## src/rtl/nbj_correct_arb.sv

```systemverilog
// Arbiter funnelling PC-correction requests from several non-branch-jump detectors
// into one correction path, with per-requester holding slots and a post-grant hold-off.
module nbj_correct_arb #(
  parameter int NUM_REQ     = 4,
  parameter int HOLD_CYCLES = 2,
  parameter int IDW         = 2
) (
  input  logic                  clk,
  input  logic                  rst,
  input  logic [NUM_REQ-1:0]    i_reqValid,
  input  logic [NUM_REQ*36-1:0] i_reqData,
  output logic [NUM_REQ-1:0]    o_reqReady,
  input  logic                  i_flush,
  output logic                  o_fire,
  output logic [35:0]           o_data_36,
  output logic [IDW-1:0]        o_grantId,
  output logic                  o_busy
);
  localparam int CNT_W = $clog2(HOLD_CYCLES + 1);

  typedef enum logic {IDLE, HOLD} state_t;

  state_t             state;
  logic [CNT_W-1:0]   cnt;
  logic [IDW-1:0]     rr_ptr;
  logic [NUM_REQ-1:0] slot_vld_p0;
  logic [35:0]        slot_data_p0 [NUM_REQ];

  logic [NUM_REQ-1:0] err_mask;
  logic [NUM_REQ-1:0] cand;
  logic [NUM_REQ-1:0] capture;
  logic [NUM_REQ-1:0] win_onehot;
  logic [IDW-1:0]     win_idx;
  logic [IDW-1:0]     scan_idx;
  logic               win_found;
  logic               grant;
  logic [IDW-1:0]     rr_next;

  // Stage p0 -> selection: errType=1 slots take priority, then round-robin from rr_ptr
  always_comb begin
    err_mask = '0;
    for (int r = 0; r < NUM_REQ; r++) begin
      err_mask[r] = slot_vld_p0[r] & slot_data_p0[r][35];
    end
  end

  assign cand = (|err_mask) ? err_mask : slot_vld_p0;

  always_comb begin
    win_idx   = '0;
    win_found = 1'b0;
    scan_idx  = '0;
    for (int k = 0; k < NUM_REQ; k++) begin
      scan_idx = IDW'((int'(rr_ptr) + k) % NUM_REQ);
      if (!win_found && cand[scan_idx]) begin
        win_found = 1'b1;
        win_idx   = scan_idx;
      end
    end
  end

  assign grant      = (state == IDLE) && (|slot_vld_p0) && !i_flush;
  assign capture    = i_reqValid & ~slot_vld_p0 & {NUM_REQ{~i_flush}};
  assign win_onehot = grant ? (NUM_REQ'(1) << win_idx) : '0;
  assign rr_next    = (win_idx == IDW'(NUM_REQ - 1)) ? '0 : win_idx + IDW'(1);

  assign o_reqReady = ~slot_vld_p0;
  assign o_busy     = (state == HOLD) || (|slot_vld_p0);

  // Stage p1: grant registers, slot occupancy and hold-off FSM
  always_ff @(posedge clk or negedge rst) begin
    if (!rst) begin
      state       <= IDLE;
      cnt         <= '0;
      rr_ptr      <= '0;
      slot_vld_p0 <= '0;
      o_fire      <= 1'b0;
      o_data_36   <= '0;
      o_grantId   <= '0;
    end else begin
      o_fire <= grant;
      if (i_flush) begin
        slot_vld_p0 <= '0;
        state       <= IDLE;
        cnt         <= '0;
      end else begin
        slot_vld_p0 <= (slot_vld_p0 | capture) & ~win_onehot;
        if (grant) begin
          state     <= HOLD;
          cnt       <= CNT_W'(HOLD_CYCLES);
          rr_ptr    <= rr_next;
          o_data_36 <= slot_data_p0[win_idx];
          o_grantId <= win_idx;
        end else if (state == HOLD) begin
          cnt <= cnt - 1'b1;
          if (cnt == CNT_W'(1)) state <= IDLE;
        end
      end
    end
  end

  always_ff @(posedge clk) begin
    for (int r = 0; r < NUM_REQ; r++) begin
      if (capture[r]) slot_data_p0[r] <= i_reqData[r*36 +: 36];
    end
  end

endmodule

```

## config.mk

```make
export PLATFORM = sky130hd
export DESIGN_NAME = nbj_correct_arb
export DESIGN_NICKNAME = d
export VERILOG_FILES = /design/src/rtl/nbj_correct_arb.sv
export SDC_FILE = /design/constraint.sdc
export NUM_CORES = 1
export LEC_CHECK = 0
export ABC_AREA = 1
export ABC_CLOCK_PERIOD_IN_PS = 3700
export CAP_MARGIN = 20
export CORE_MARGIN = 3
export CORE_UTILIZATION = 42
export CTS_BUF_LIST = sky130_fd_sc_hd__clkbuf_8
export CTS_CLUSTER_SIZE = 24
export DETAILED_ROUTE_END_ITERATION = 10
export PLACE_DENSITY_LB_ADDON = 0.15
export SLEW_MARGIN = 20
export SYNTH_ARGS = -nofsm -noshare
export SYNTH_HDL_FRONTEND = slang
export SYNTH_SLANG_ARGS = --single-unit
export TNS_END_PERCENT = 100
```

## constraint.sdc

```tcl
create_clock -name clk -period 3.7 [get_ports clk]
set_input_delay 0.74 -clock clk [delete_from_list [all_inputs] [get_ports clk]]
set_output_delay 0.74 -clock clk [all_outputs]
set_load 0.01 [all_outputs]
```

== After elaboration in Yosys (flattened, before gate mapping) ==
Memory sizes are Yosys's and may differ from the RTL's. A register that Yosys moved wholly into a read port is not among the register bits.
Cells that the tools add are included.

* Input port bits: 151
* Flip-flop bits (word level): 12
* Memories kept: 1
* Output and inout port bits: 44
* RAM bits: 144
* Logic and storage cells: 80

* Multiplexer cells: 34
* Shift operators: 1
* Order comparisons: 4
* Equality and inequality tests: 2
* Reductions and logical operators: 15
* Bitwise logic cells: 12
* Add/sub/neg operators: 5

{| class="wikitable"
|+ Memories
! name !! words !! width !! rd ports !! clocked after Yosys merged registers in !! wr ports !! line !! RTL
|-
| slot_data_p0 || 4 || 36 || 5 || 1 || 4 || 27 || <nowiki>logic [35:0] slot_data_p0 [NUM_REQ];</nowiki>
|}

{| class="wikitable"
|+ Operator list
! kind !! number
|-
| $mux 1 || 19
|-
| $mux 2 || 8
|-
| $and 4x4->4 || 3
|-
| $lt 2x3->1 const B || 4
|-
| $mux 4 || 3
|-
| $bmux 1 s2 || 4
|-
| $not 4->4 || 2
|-
| $reduce_or 4->1 || 2
|-
| $logic_and 1x1->1 || 5
|-
| $logic_not 1->1 || 5
|-
| $add 2x1->2 const B || 2
|-
| $add 2x2->2 const B || 2
|-
| $and 1x1->1 || 4
|-
| $or 4x4->4 || 1
|-
| $shl 1x2->4 const A || 1
|-
| $reduce_bool 3->1 || 1
|-
| $eq 2x1->1 const B || 1
|-
| $eq 2x2->1 const B || 1
|-
| $not 1->1 || 2
|-
| $reduce_and 2->1 || 1
|-
| $sub 2x1->2 const B || 1
|-
| $logic_or 1x1->1 || 1
|}

== Logic depth before layout (Yosys ltp) ==
Gate-level depths: netlist of the first run.

* Word-level depth: 20
* Depth in mapped cells: 18

== Worst setup path before layout of the first run ==
Ideal clock, no wire load.

* Kind: input -> register
* From: in i_flush
* To: mem slot_data_p0[2][0] (enable)
* Arrival time: 3.436 ns
* Library setup time: 0.474 ns
* Required time: 3.226 ns
* Slack: -0.210 ns
* Stages: 2
* Buffers on the path: 1
* Cell sequence: clkbuf_1 -> nor3_1

{| class="wikitable"
|+ RTL lines
! element !! line !! RTL
|-
| start: declaration || 13 || <nowiki>input logic i_flush,</nowiki>
|-
| end: declaration || 27 ||
|}

== Final worst setup path of the first run ==
* From: reg slot_vld_p0[0]
* To: reg o_data_36[11] (read register of slot_data_p0)

* Cells in the longest elaborated chain, start to end: 15
* Elaborated cells on any way between the ends: 28

{| class="wikitable"
|+ RTL lines
! element !! line !! RTL
|-
| start: declaration || 26 || <nowiki>logic [NUM_REQ-1:0] slot_vld_p0;</nowiki>
|-
| start signal: assignment || 87 || <nowiki>slot_vld_p0 <= (slot_vld_p0 | capture) & ~win_onehot;</nowiki>
|-
| $and 1x1->1 || 43 || <nowiki>err_mask[r] = slot_vld_p0[r] & slot_data_p0[r][35];</nowiki>
|-
| $reduce_or 4->1 || 47 || <nowiki>assign cand = (|err_mask) ? err_mask : slot_vld_p0;</nowiki>
|-
| $mux 4 || 47 ||
|-
| $bmux 1 s2 || 55 || <nowiki>if (!win_found && cand[scan_idx]) begin</nowiki>
|-
| $mux 1 (not written as such) || 55 ||
|-
| $mux 1 || 55 ||
|-
| $logic_not 1->1 || 55 ||
|-
| $logic_and 1x1->1 || 55 ||
|-
| $mux 1 || 55 ||
|-
| $logic_not 1->1 || 55 ||
|-
| $logic_and 1x1->1 || 55 ||
|-
| $mux 1 || 55 ||
|-
| $logic_not 1->1 || 55 ||
|-
| $logic_and 1x1->1 || 55 ||
|-
| $mux 2 || 55 ||
|-
| end: declaration || 15 || <nowiki>output logic [35:0] o_data_36,</nowiki>
|}

Parallel ways exist; a longest one is shown, timed or not. The select of a mux whose other input is x is not followed.
A chain may end at the register's enable or synchronous reset.

==> results of run 1 <==
[worst max-delay path by stage]
stage                         startpoint            endpoint  slack (ns)
after floorplan                  i_flush  slot_data_p0[0][0]        0.63
final                     slot_vld_p0[0]       o_data_36[11]        0.74
after CTS                 slot_vld_p0[0]              o_busy        0.69
after detailed placement  slot_vld_p0[0]           rr_ptr[1]        0.78
after global routing      slot_vld_p0[0]        o_data_36[2]        0.41
after global placement    slot_vld_p0[0]       o_data_36[23]        0.84
[metal layers]
metal,routed length [um],vias to the layer above
met4,479,2
met5,11,-
li1,-,3027
met3,1090,34
met1,9030,2830
met2,10600,179
[cell type report]
cell class	instances	area share
antenna	1	0.000227
multi-input combinational	460	0.206
sequential	192	0.500
tap	265	0.0300
inverter	126	0.0428
clock inverter	14	0.0113
clock buffer	18	0.0224
timing repair buffer	208	0.187
[through the flow]
step / power [mW] / worst slack (ns) / area (sq um)
4_1_cts: 9.25 / 0.690 / 11000
3_5_place_dp: 7.93 / 0.778 / 10700
5_1_grt: 9.96 / 0.408 / 11000
6_report: 9.16 / 0.745 / 11000
3_3_place_gp: 7.88 / 0.842 / 10700
2_1_floorplan: 6.59 / 0.635 / 8470
[worst max-delay path, stage by stage, from the launching register on]
cell and delay [ns]:
dfrtp_1 0.49, nand2_2 0.15, nand2_2 0.09, nor2_4 0.19, nand2_2 0.10, nand3_2 0.10, nand2_1 0.06, nand2_1 0.05
nand2_1 0.08, a21oi_2 0.17, nand2_4 0.27, nand2_4 0.46, buf_12 0.25, nand2_1 0.07, nand3_1 0.08, nand2_1 0.06
nand2_1 0.05, nand2_1 0.05
[power groups by stage]
| stage | clock network (mW) | registers (mW) | logic (mW) |
|---|---|---|---|
| final | 1.30 | 2.92 | 4.95 |
| after CTS | 1.34 | 2.92 | 4.99 |
| after floorplan | 0 | 2.99 | 3.60 |
| after global placement | 0 | 2.96 | 4.92 |
| after global routing | 1.42 | 2.96 | 5.58 |
| after detailed placement | 0 | 2.96 | 4.97 |
[synth_stat cells]
| master | n |
|---|---|
| xor2_1 | 1 |
| nor2_2 | 1 |
| buf_6 | 8 |
| o31ai_1 | 2 |
| nor2_4 | 4 |
| inv_1 | 122 |
| nand3_1 | 123 |
| nand3_2 | 9 |
| buf_2 | 19 |
| nand2_4 | 2 |
| nor3_2 | 1 |
| clkbuf_1 | 9 |
| edfxtp_1 | 144 |
| nand2_2 | 14 |
| a21oi_1 | 3 |
| dfrtp_1 | 48 |
| a21oi_2 | 2 |
| o211ai_1 | 1 |
| nor2_1 | 8 |
| nand3b_1 | 36 |
| nand4_1 | 1 |
| buf_4 | 3 |
| ha_1 | 2 |
| nor3_1 | 2 |
| o22ai_1 | 1 |
| o21ai_0 | 5 |
| o21ai_1 | 1 |
| inv_2 | 4 |
| nand2_1 | 240 |
| nor4_1 | 1 |
[flip-flops by register name, indices dropped and copies added (netlist names)]
| register | cells |
|---|---|
| rr_ptr | 2 |
| o_grantId | 2 |
| state | 1 |
| o_data_36 | 36 |
| slot_data_p0 | 144 |
| cnt | 2 |
| slot_vld_p0 | 4 |
| o_fire | 1 |
[logic make-up after synthesis]
family,after synthesis
simple gates,442
flops,192
buf+inv,165
compound gates,15
fa+ha+maj,2
xor+xnor,1
==> results.json, run 1 <==
{
  "relSlewSlack": 0.474,
  "path_clk_slew_ns": 0.11,
  "num_rows": 51,
  "mostFrequentLayoutCells": "nand2_1 (240), clkdlybuf4s50_1 (193), edfxtp_1 (144)",
  "die_area_sq_mm": 0.0219,
  "power_density_mw_per_mm2": 830,
  "synthTopCellsByArea": "edfxtp_1 (51%), dfrtp_1 (14%), nand2_1 (11%)",
  "die_h_um": 148,
  "clk_latency_ns": 0.47,
  "critPathArrivalTime_ns": 3.31,
  "grt_max_degree": 73,
  "final_common_cell": "nand2_1",
  "switching_share": 0.450,
  "r2r_cells": 17,
  "max-clock-path-buffers": 2,
  "globalplace.congestion": 0.802,
  "dp.final_hpwl_um": 14500,
  "cts_resized": 0,
  "ys_types": 30,
  "hold_ws_ns": 0.346,
  "drtAntennaViolNets": 0,
  "wl_um": 21200,
  "numCtsBuffers": 17,
  "final-seq-area_sq_mm": 0.00553,
  "setup_violations": 0,
  "ir_drop_mv": 0.581,
  "cts_htree_levels": 4,
  "grt_pass1_vias": 5904,
  "post_synth_inst_count": 817,
  "syn_nets": 970,
  "syn_area_per_cell_sq_um": 10.4,
  "cts_root_buf": "clkbuf_8",
  "drv_slew": 0,
  "post-route-util": 0.562,
  "antenna_found_initial": 1,
  "synthesis.area_sq_mm": 0.00847,
  "die_w_um": 148,
  "synth_top_cell_area_share": 0.511,
  "synth-simple-area-share": 0.248,
  "finalHoldViolCount": 0,
  "met2_usage": 0.329,
  "power_frac_clock": 0.142,
  "rrSetupSlack_ns": 0.74,
  "clock_sinks": 192,
  "route.detailed.drc": 0,
  "synth_compound_area_frac": 0.0108,
  "grt_pass1_wl_um": 32600,
  "ys_seq_area_frac": 0.653,
  "start_kind": "flip-flop",
  "grt_use_met3": 0.0454,
  "via_per_inst": 4.73,
  "leakagePower_nw": 4.80,
  "fin_setup_tns_ns": 0,
  "io_buffers": 194,
  "busiest_layer": "met2",
  "drive_above_1_share": 0.0874,
  "fmaxAchievable_mhz": 338,
  "seqPwrFrac": 0.318,
  "ys_ff_latch": 192,
  "fin_cells": 1284,
  "cts_hold_buf": 0,
  "synth.area.mux_share": 0,
  "area_growth_pct": 30.4,
  "maxCapViolCount": 0,
  "yosysTopAreaCell": "edfxtp_1",
  "grt_overflow": 0,
  "via_count": 6072,
  "post_cts_buffers": 0,
  "power_frac_comb": 0.540,
  "yosysWarnings": 0,
  "r2r_end": "o_data_36[11]",
  "critPathCaptureType": "flip-flop",
  "timing.rr.start": "slot_vld_p0[0]",
  "path_class": "reg -> reg",
  "grt.total_usage": 0.194,
  "status": "completed",
  "wl_per_cell_um": 16.5,
  "finalCriticalPeriod_ns": 2.96,
  "synth_adder_area_share": 0.00296,
  "synthXorXnorAreaFrac": 0.00103,
  "dr.pass1.iters": 5,
  "io_pins": 195,
  "use_met1": 0.250,
  "start_util": 0.431,
  "cts_tree": "built",
  "tightestPinTransition_ns": 0.789,
  "final.setup_skew_ns": 0.0185,
  "first_iter_violations": 331,
  "hold_path_class": "in -> async",
  "internal_power_mw": 5.04,
  "p_switching_mw": 4.12,
  "core_area_sq_mm": 0.0197,
  "n_fill_cell": 1796,
  "min_period_over_period": 0.799,
  "rsz0062_at_grt": "false",
  "num-nets-final": 1158,
  "cp.required_ns": 4.05,
  "synth_top_family_by_area": "simple AND/OR/NAND/NOR gates",
  "dp_cells": 1251,
  "multi_input_area_sq_mm": 0.00227,
  "crit_fanout": 39
}
(Power assumes the default switching activity.)
==> run 2: changes to the inputs <==
--- a/config.mk
+++ b/config.mk
@@ -6,7 +6,7 @@
 export NUM_CORES = 1
 export LEC_CHECK = 0
 export ABC_AREA = 1
-export ABC_CLOCK_PERIOD_IN_PS = 3700
+export ABC_CLOCK_PERIOD_IN_PS = 2400
 export CAP_MARGIN = 20
 export CORE_MARGIN = 3
 export CORE_UTILIZATION = 42
==> constraint.sdc (replaced) <==
create_clock -name clk -period 2.4 [get_ports clk]
set_input_delay 0.48 -clock clk [delete_from_list [all_inputs] [get_ports clk]]
set_output_delay 0.48 -clock clk [all_outputs]
set_load 0.01 [all_outputs]
==> run 2 against run 1 <==
  * Non-clock buffer count increased by 28
  * Clock-buffer cell count stayed put
  * Critical endpoint is now o_data_36[6]
  * Largest cell class unchanged
  * Highest routed layer unchanged
  * Worst setup slack got worse by 0.69 ns
==> results.json, run 2 (synthesized netlist as in run 1, its figures left out) <==
{
  "status": "completed",
  "critPathArrivalTime_ns": 2.68,
  "seqPwrFrac": 0.281,
  "relSlewSlack": 0.715,
  "finalPower_mw": 15.9,
  "leakagePower_nw": 5.04,
  "numCtsBuffers": 17,
  "globalplace.congestion": 0.842,
  "io_pins": 195,
  "drtAntennaViolNets": 0,
  "power_frac_comb": 0.594,
  "use_met1": 0.251,
  "cts_htree_levels": 4,
  "power_density_mw_per_mm2": 1380,
  "die_h_um": 148,
  "finalHoldViolCount": 0,
  "clk_latency_ns": 0.45,
  "startpoint": "slot_data_p0[2][35]",
  "maxCapViolCount": 0,
  "antenna_found_initial": 3,
  "wl_um": 22600,
  "ir_drop_mv": 1.09,
  "internal_power_mw": 8.91,
  "timing.rr.start": "slot_data_p0[2][35]",
  "cp.required_ns": 2.74,
  "worst_slack_ns": 0.0585,
  "tightestPinTransition_ns": 0.427,
  "fmaxAchievable_mhz": 427,
  "core_area_sq_mm": 0.0197,
  "busiest_layer": "met2",
  "setup_violations": 0,
  "multi_input_area_sq_mm": 0.00237,
  "grt_use_met3": 0.0478,
  "pre_cts_ws_ns": 0.0778,
  "cpMaxStageDelayCell": "edfxtp_1",
  "final.setup_skew_ns": 0.0111,
  "crit_chain": "nand2_2 -> nand2_2 -> nor2_4 -> nand2_2 -> nand3_2 -> nand2_1 -> nand2_1 -> nand2_2 -> a21oi_4 -> nand2_8 -> nand2_8 -> buf_12 -> nand2_1 -> nand3_2 -> nand2_1 -> nand2_1 -> nand2_1",
  "via_count": 6331,
  "path_clk_slew_ns": 0.09,
  "met2_usage": 0.333,
  "first_iter_violations": 337,
  "cts_root_buf": "clkbuf_8",
  "reg.largest.list": "slot_data_p0 (144), o_data_36 (36), slot_vld_p0 (4)",
  "die_w_um": 148,
  "crit_end": "o_data_36[6]",
  "drv_slew": 0,
  "r2r_end": "o_data_36[6]",
  "r2r_cells": 17,
  "crit_fanout": 18,
  "grt_pass1_wl_um": 33100,
  "via_per_inst": 4.83,
  "area_growth_pct": 36.2,
  "mostFrequentLayoutCells": "nand2_1 (238), clkdlybuf4s50_1 (192), edfxtp_1 (144)",
  "regMostFlops": "slot_data_p0",
  "final-seq-area_sq_mm": 0.00553,
  "start_kind": "flip-flop",
  "path_class": "reg -> reg",
  "die_area_sq_mm": 0.0219,
  "power_frac_clock": 0.126,
  "io_buffers": 194,
  "drive_above_1_share": 0.116,
  "rrSetupSlack_ns": 0.06,
  "route.detailed.drc": 0,
  "critPathCaptureType": "flip-flop",
  "max-clock-path-buffers": 2,
  "dr.pass1.iters": 5,
  "rsz0062_at_grt": "true",
  "switching_share": 0.438,
  "num-nets-final": 1187,
  "p_switching_mw": 6.95,
  "clock_sinks": 192,
  "hold_path_class": "reg -> reg",
  "n_fill_cell": 1746,
  "final_common_cell": "nand2_1",
  "cts_tree": "built",
  "grt_pass1_vias": 6075,
  "min_period_over_period": 0.976,
  "largest_reg_flops": 144,
  "grt_max_degree": 59,
  "crit_path_max_incr_delay_ns": 0.43,
  "num_rows": 51,
  "grt_overflow": 0,
  "dp.final_hpwl_um": 14900,
  "wl_per_cell_um": 17.2,
  "finalCriticalPeriod_ns": 2.34,
  "grt.total_usage": 0.197,
  "cpMostUsedCell": "nand2_1",
  "start_util": 0.431
}
run 2: cell type report:
| type | count | share of cell area |
|---|---|---|
| diodes | 1 | 0.000217 |
| clock buffers | 18 | 0.0215 |
| clock inverters | 13 | 0.00977 |
| inverters | 126 | 0.0412 |
| multi-input cells | 461 | 0.206 |
| flip-flops and latches | 192 | 0.479 |
| well taps | 265 | 0.0288 |
| repair buffers | 236 | 0.213 |
run 2: how the worst min path moves through the flow:
stage | from | cells past startpoint | to | slack (ns)
after floorplan | rst | 0 | cnt[0] | 0.18
after global placement | rst | 1 | o_fire | 0.44
after detailed placement | rst | 1 | o_fire | 0.44
after CTS | rst | 2 | o_grantId[0] | 0.47
after global routing | o_data_36[0] | 2 | o_data_36[0] | 0.51
final | o_data_36[21] | 2 | o_data_36[21] | 0.48
run 2: stage by stage:
step	utilization	setup TNS (ns)	cell area (sq um)	hold slack [ns]	instances
3_5_place_dp	0.555	0	10900	0.442	1269
3_3_place_gp	0.555	0	10900	0.442	1269
4_1_cts	0.574	0	11300	0.467	1301
6_report	0.587	0	11500	0.481	1312
2_1_floorplan	-	-4.75	8480	0.184	817
5_1_grt	0.586	-1.49	11500	0.508	1311
run 2: power groups by stage:
stage	Sequential [mW]	Clock, mW	Combinational [mW]
2_1_floorplan	4.61	0	5.55
3_3_place_gp	4.51	0	8.34
3_5_place_dp	4.52	0	8.45
4_1_cts	4.45	2.06	8.49
5_1_grt	4.51	2.21	10.3
6_report	4.45	1.99	9.42
run 2: worst max-delay path, delay by kind of cell, from the launching register on:
family,cells,cell delay (ns)
compound gates,1,0.22
flops,1,0.43
buf+inv,1,0.16
simple gates,15,1.43
run 2: repair_timing:
action	CTS	global route
pin swaps	0	12
endpoints found under the hold margin	15	0
setup buffers	0	6
setup endpoints to repair	1	40
cloned	0	4
hold buffers	1	0
resized for setup	1	25
run 2: metal layers:
| layer | part of all wire | up-vias |
|---|---|---|
| li1 | - | 3090 |
| met2 | 0.52 | 177 |
| met1 | 0.41 | 3030 |
| met4 | 0.014 | 4 |
| met3 | 0.054 | 30 |
| met5 | 0.0013 | - |
==> run 3: changes to the inputs <==
--- a/config.mk
+++ b/config.mk
@@ -13,6 +13,7 @@
 export CTS_BUF_LIST = sky130_fd_sc_hd__clkbuf_8
 export CTS_CLUSTER_SIZE = 24
 export DETAILED_ROUTE_END_ITERATION = 10
+export MAX_ROUTING_LAYER = met4
 export PLACE_DENSITY_LB_ADDON = 0.15
 export SLEW_MARGIN = 20
 export SYNTH_ARGS = -nofsm -noshare
==> run 3 against run 2 <==
  * Core utilization increased by 0.94 points
  * Clock power increased by 9%
  * Combinational power increased by 7%
  * Clock skew increased by 0.0056 ns
  * Clock-buffer cell count decreased by 1
  * First-iteration DRC count increased by 15%
  * Fmax increased by 1.1%
  * Worst setup slack improved by 0.025 ns
  * Sequential cell count unchanged
  * Largest power group unchanged
  * Highest routed layer is now met4
==> results.json, run 3 (synthesized netlist as in run 1, its figures left out) <==
{
  "grt_max_degree": 68,
  "path_clk_slew_ns": 0.10,
  "cp.required_ns": 2.77,
  "crit_path_max_incr_delay_ns": 0.42,
  "route.detailed.drc": 0,
  "cts_root_buf": "clkbuf_8",
  "die_h_um": 148,
  "hold_ws_ns": 0.0237,
  "largest_reg_flops": 144,
  "via_per_inst": 4.79,
  "wl_per_cell_um": 17.9,
  "min_period_over_period": 0.965,
  "critPathTopFamily": "simple AND/OR/NAND/NOR gates",
  "io_buffers": 194,
  "drtAntennaViolNets": 0,
  "grt_pass1_vias": 6223,
  "drv_slew": 0,
  "critPathCaptureType": "flip-flop",
  "core_area_sq_mm": 0.0197,
  "ir_drop_mv": 1.10,
  "start_util": 0.431,
  "dr.pass1.iters": 4,
  "mostFrequentLayoutCells": "nand2_1 (233), clkdlybuf4s50_1 (192), edfxtp_1 (144)",
  "setup_violations": 0,
  "clock_sinks": 192,
  "post-route-util": 0.596,
  "num-nets-final": 1190,
  "numCtsBuffers": 17,
  "r2r_end": "slot_vld_p0[2]",
  "finalInstanceArea_sq_mm": 0.0117,
  "finalPower_mw": 16.7,
  "cpMaxStageDelayCell": "edfxtp_1",
  "cp.depth": 16,
  "globalplace.congestion": 0.874,
  "rsz0062_at_grt": "true",
  "cts_htree_levels": 4,
  "final_common_cell": "nand2_1",
  "drive_above_1_share": 0.129,
  "via_count": 6304,
  "final.setup_skew_ns": 0.0166,
  "finalCriticalPeriod_ns": 2.32,
  "crit_fanout": 6,
  "grt_pass1_wl_um": 34500,
  "leakagePower_nw": 5.11,
  "critPathArrivalTime_ns": 2.68,
  "io_pins": 195,
  "rrSetupSlack_ns": 0.08,
  "placed_cell_area_sq_mm": 0.0109,
  "first_iter_violations": 386,
  "tightestPinTransition_ns": 0.643,
  "die_area_sq_mm": 0.0219,
  "die_w_um": 148,
  "grt.total_usage": 0.212,
  "cts_tree": "built",
  "dp.final_hpwl_um": 15100,
  "start_kind": "flip-flop",
  "path_class": "reg -> reg",
  "cpMostUsedCell": "nand2_2",
  "fmaxAchievable_mhz": 432,
  "relSlewSlack": 0.571,
  "num_rows": 51,
  "hold_path_class": "in -> async",
  "grt_overflow": 0,
  "crit_end": "slot_vld_p0[2]",
  "timing.rr.start": "slot_data_p0[2][35]",
  "max-clock-path-buffers": 2,
  "crit_chain": "nand2_2 -> nand2_2 -> nor2_4 -> nand2_2 -> nand2_1 -> nand2_2 -> nand3_2 -> nand2_2 -> a21oi_2 -> nand2_4 -> nand2_8 -> inv_4 -> nor2_2 -> inv_2 -> o21ai_1 -> inv_1",
  "finalHoldViolCount": 0,
  "maxCapViolCount": 0,
  "r2r_cells": 16,
  "cts_hold_buf": 0,
  "area_growth_pct": 38.4,
  "wl_um": 23500,
  "antenna_found_initial": 2,
  "startpoint": "slot_data_p0[2][35]",
  "reg.largest.list": "slot_data_p0 (144), o_data_36 (36), slot_vld_p0 (4)",
  "power_density_mw_per_mm2": 1430,
  "clk_latency_ns": 0.47,
  "status": "completed",
  "crit_buf_inv": 3,
  "regMostFlops": "slot_data_p0"
}
## run 3: cell count changes in the layout (fill, tap and decap cells not counted), sizes merged
cell         change
buf              +1
clkinv           +3
diode            +1
nand2            +1
dlygate4sd3      -1
clkinvlp         -1
clkbuf           +1
## run 3: metal layers
layer	wire, um	global-route usage	share of wire
met1	9800	0.259	0.42
met2	12000	0.357	0.51
met3	1400	0.0536	0.060
met4	331	0.0499	0.014
met5	0	-	0
## run 3: power breakdown
group	internal, mW	switching, mW
clock	0.877	1.29
sequential	4.15	0.308
combinational	4.30	5.77
## run 3: what timing repair did
item,4_1_cts,5_1_grt
endpoints found under the setup margin,10,39
gates cloned,0,8
buffers inserted,0,8
pin swaps,0,14
gates resized for setup,2,37
## run 3: layout make-up
class	count	area, sq um
Sequential cell	192	5530
Clock inverter	15	170
Tap cell	265	332
Inverter	126	475
Clock buffer	17	234
Multi-Input combinational cell	462	2420
Timing Repair Buffer	238	2550
Fill cell	1721	7940
Antenna cell	2	5.00
## run 3: metrics by stage
stage	setup slack, ns	std cells	TNS (ns)
2_1_floorplan	-0.132	817	-4.75
3_3_place_gp	0.0841	1267	0
3_5_place_dp	-0.0104	1267	-0.0157
4_1_cts	0.0251	1299	0
5_1_grt	-0.0502	1317	-0.896
6_report	0.0833	1317	0
## run 3: worst min-delay path by stage
stage	start	to	slack, ns	cells past startpoint
finish	rst	o_fire	0.02	1
global route	rst	o_fire	0.04	1
CTS	rst	slot_vld_p0[3]	0.02	1
detailed placement	o_data_36[1]	o_data_36[1]	0.46	2
global placement	o_data_36[1]	o_data_36[1]	0.46	2
floorplan	rst	cnt[0]	0.18	0
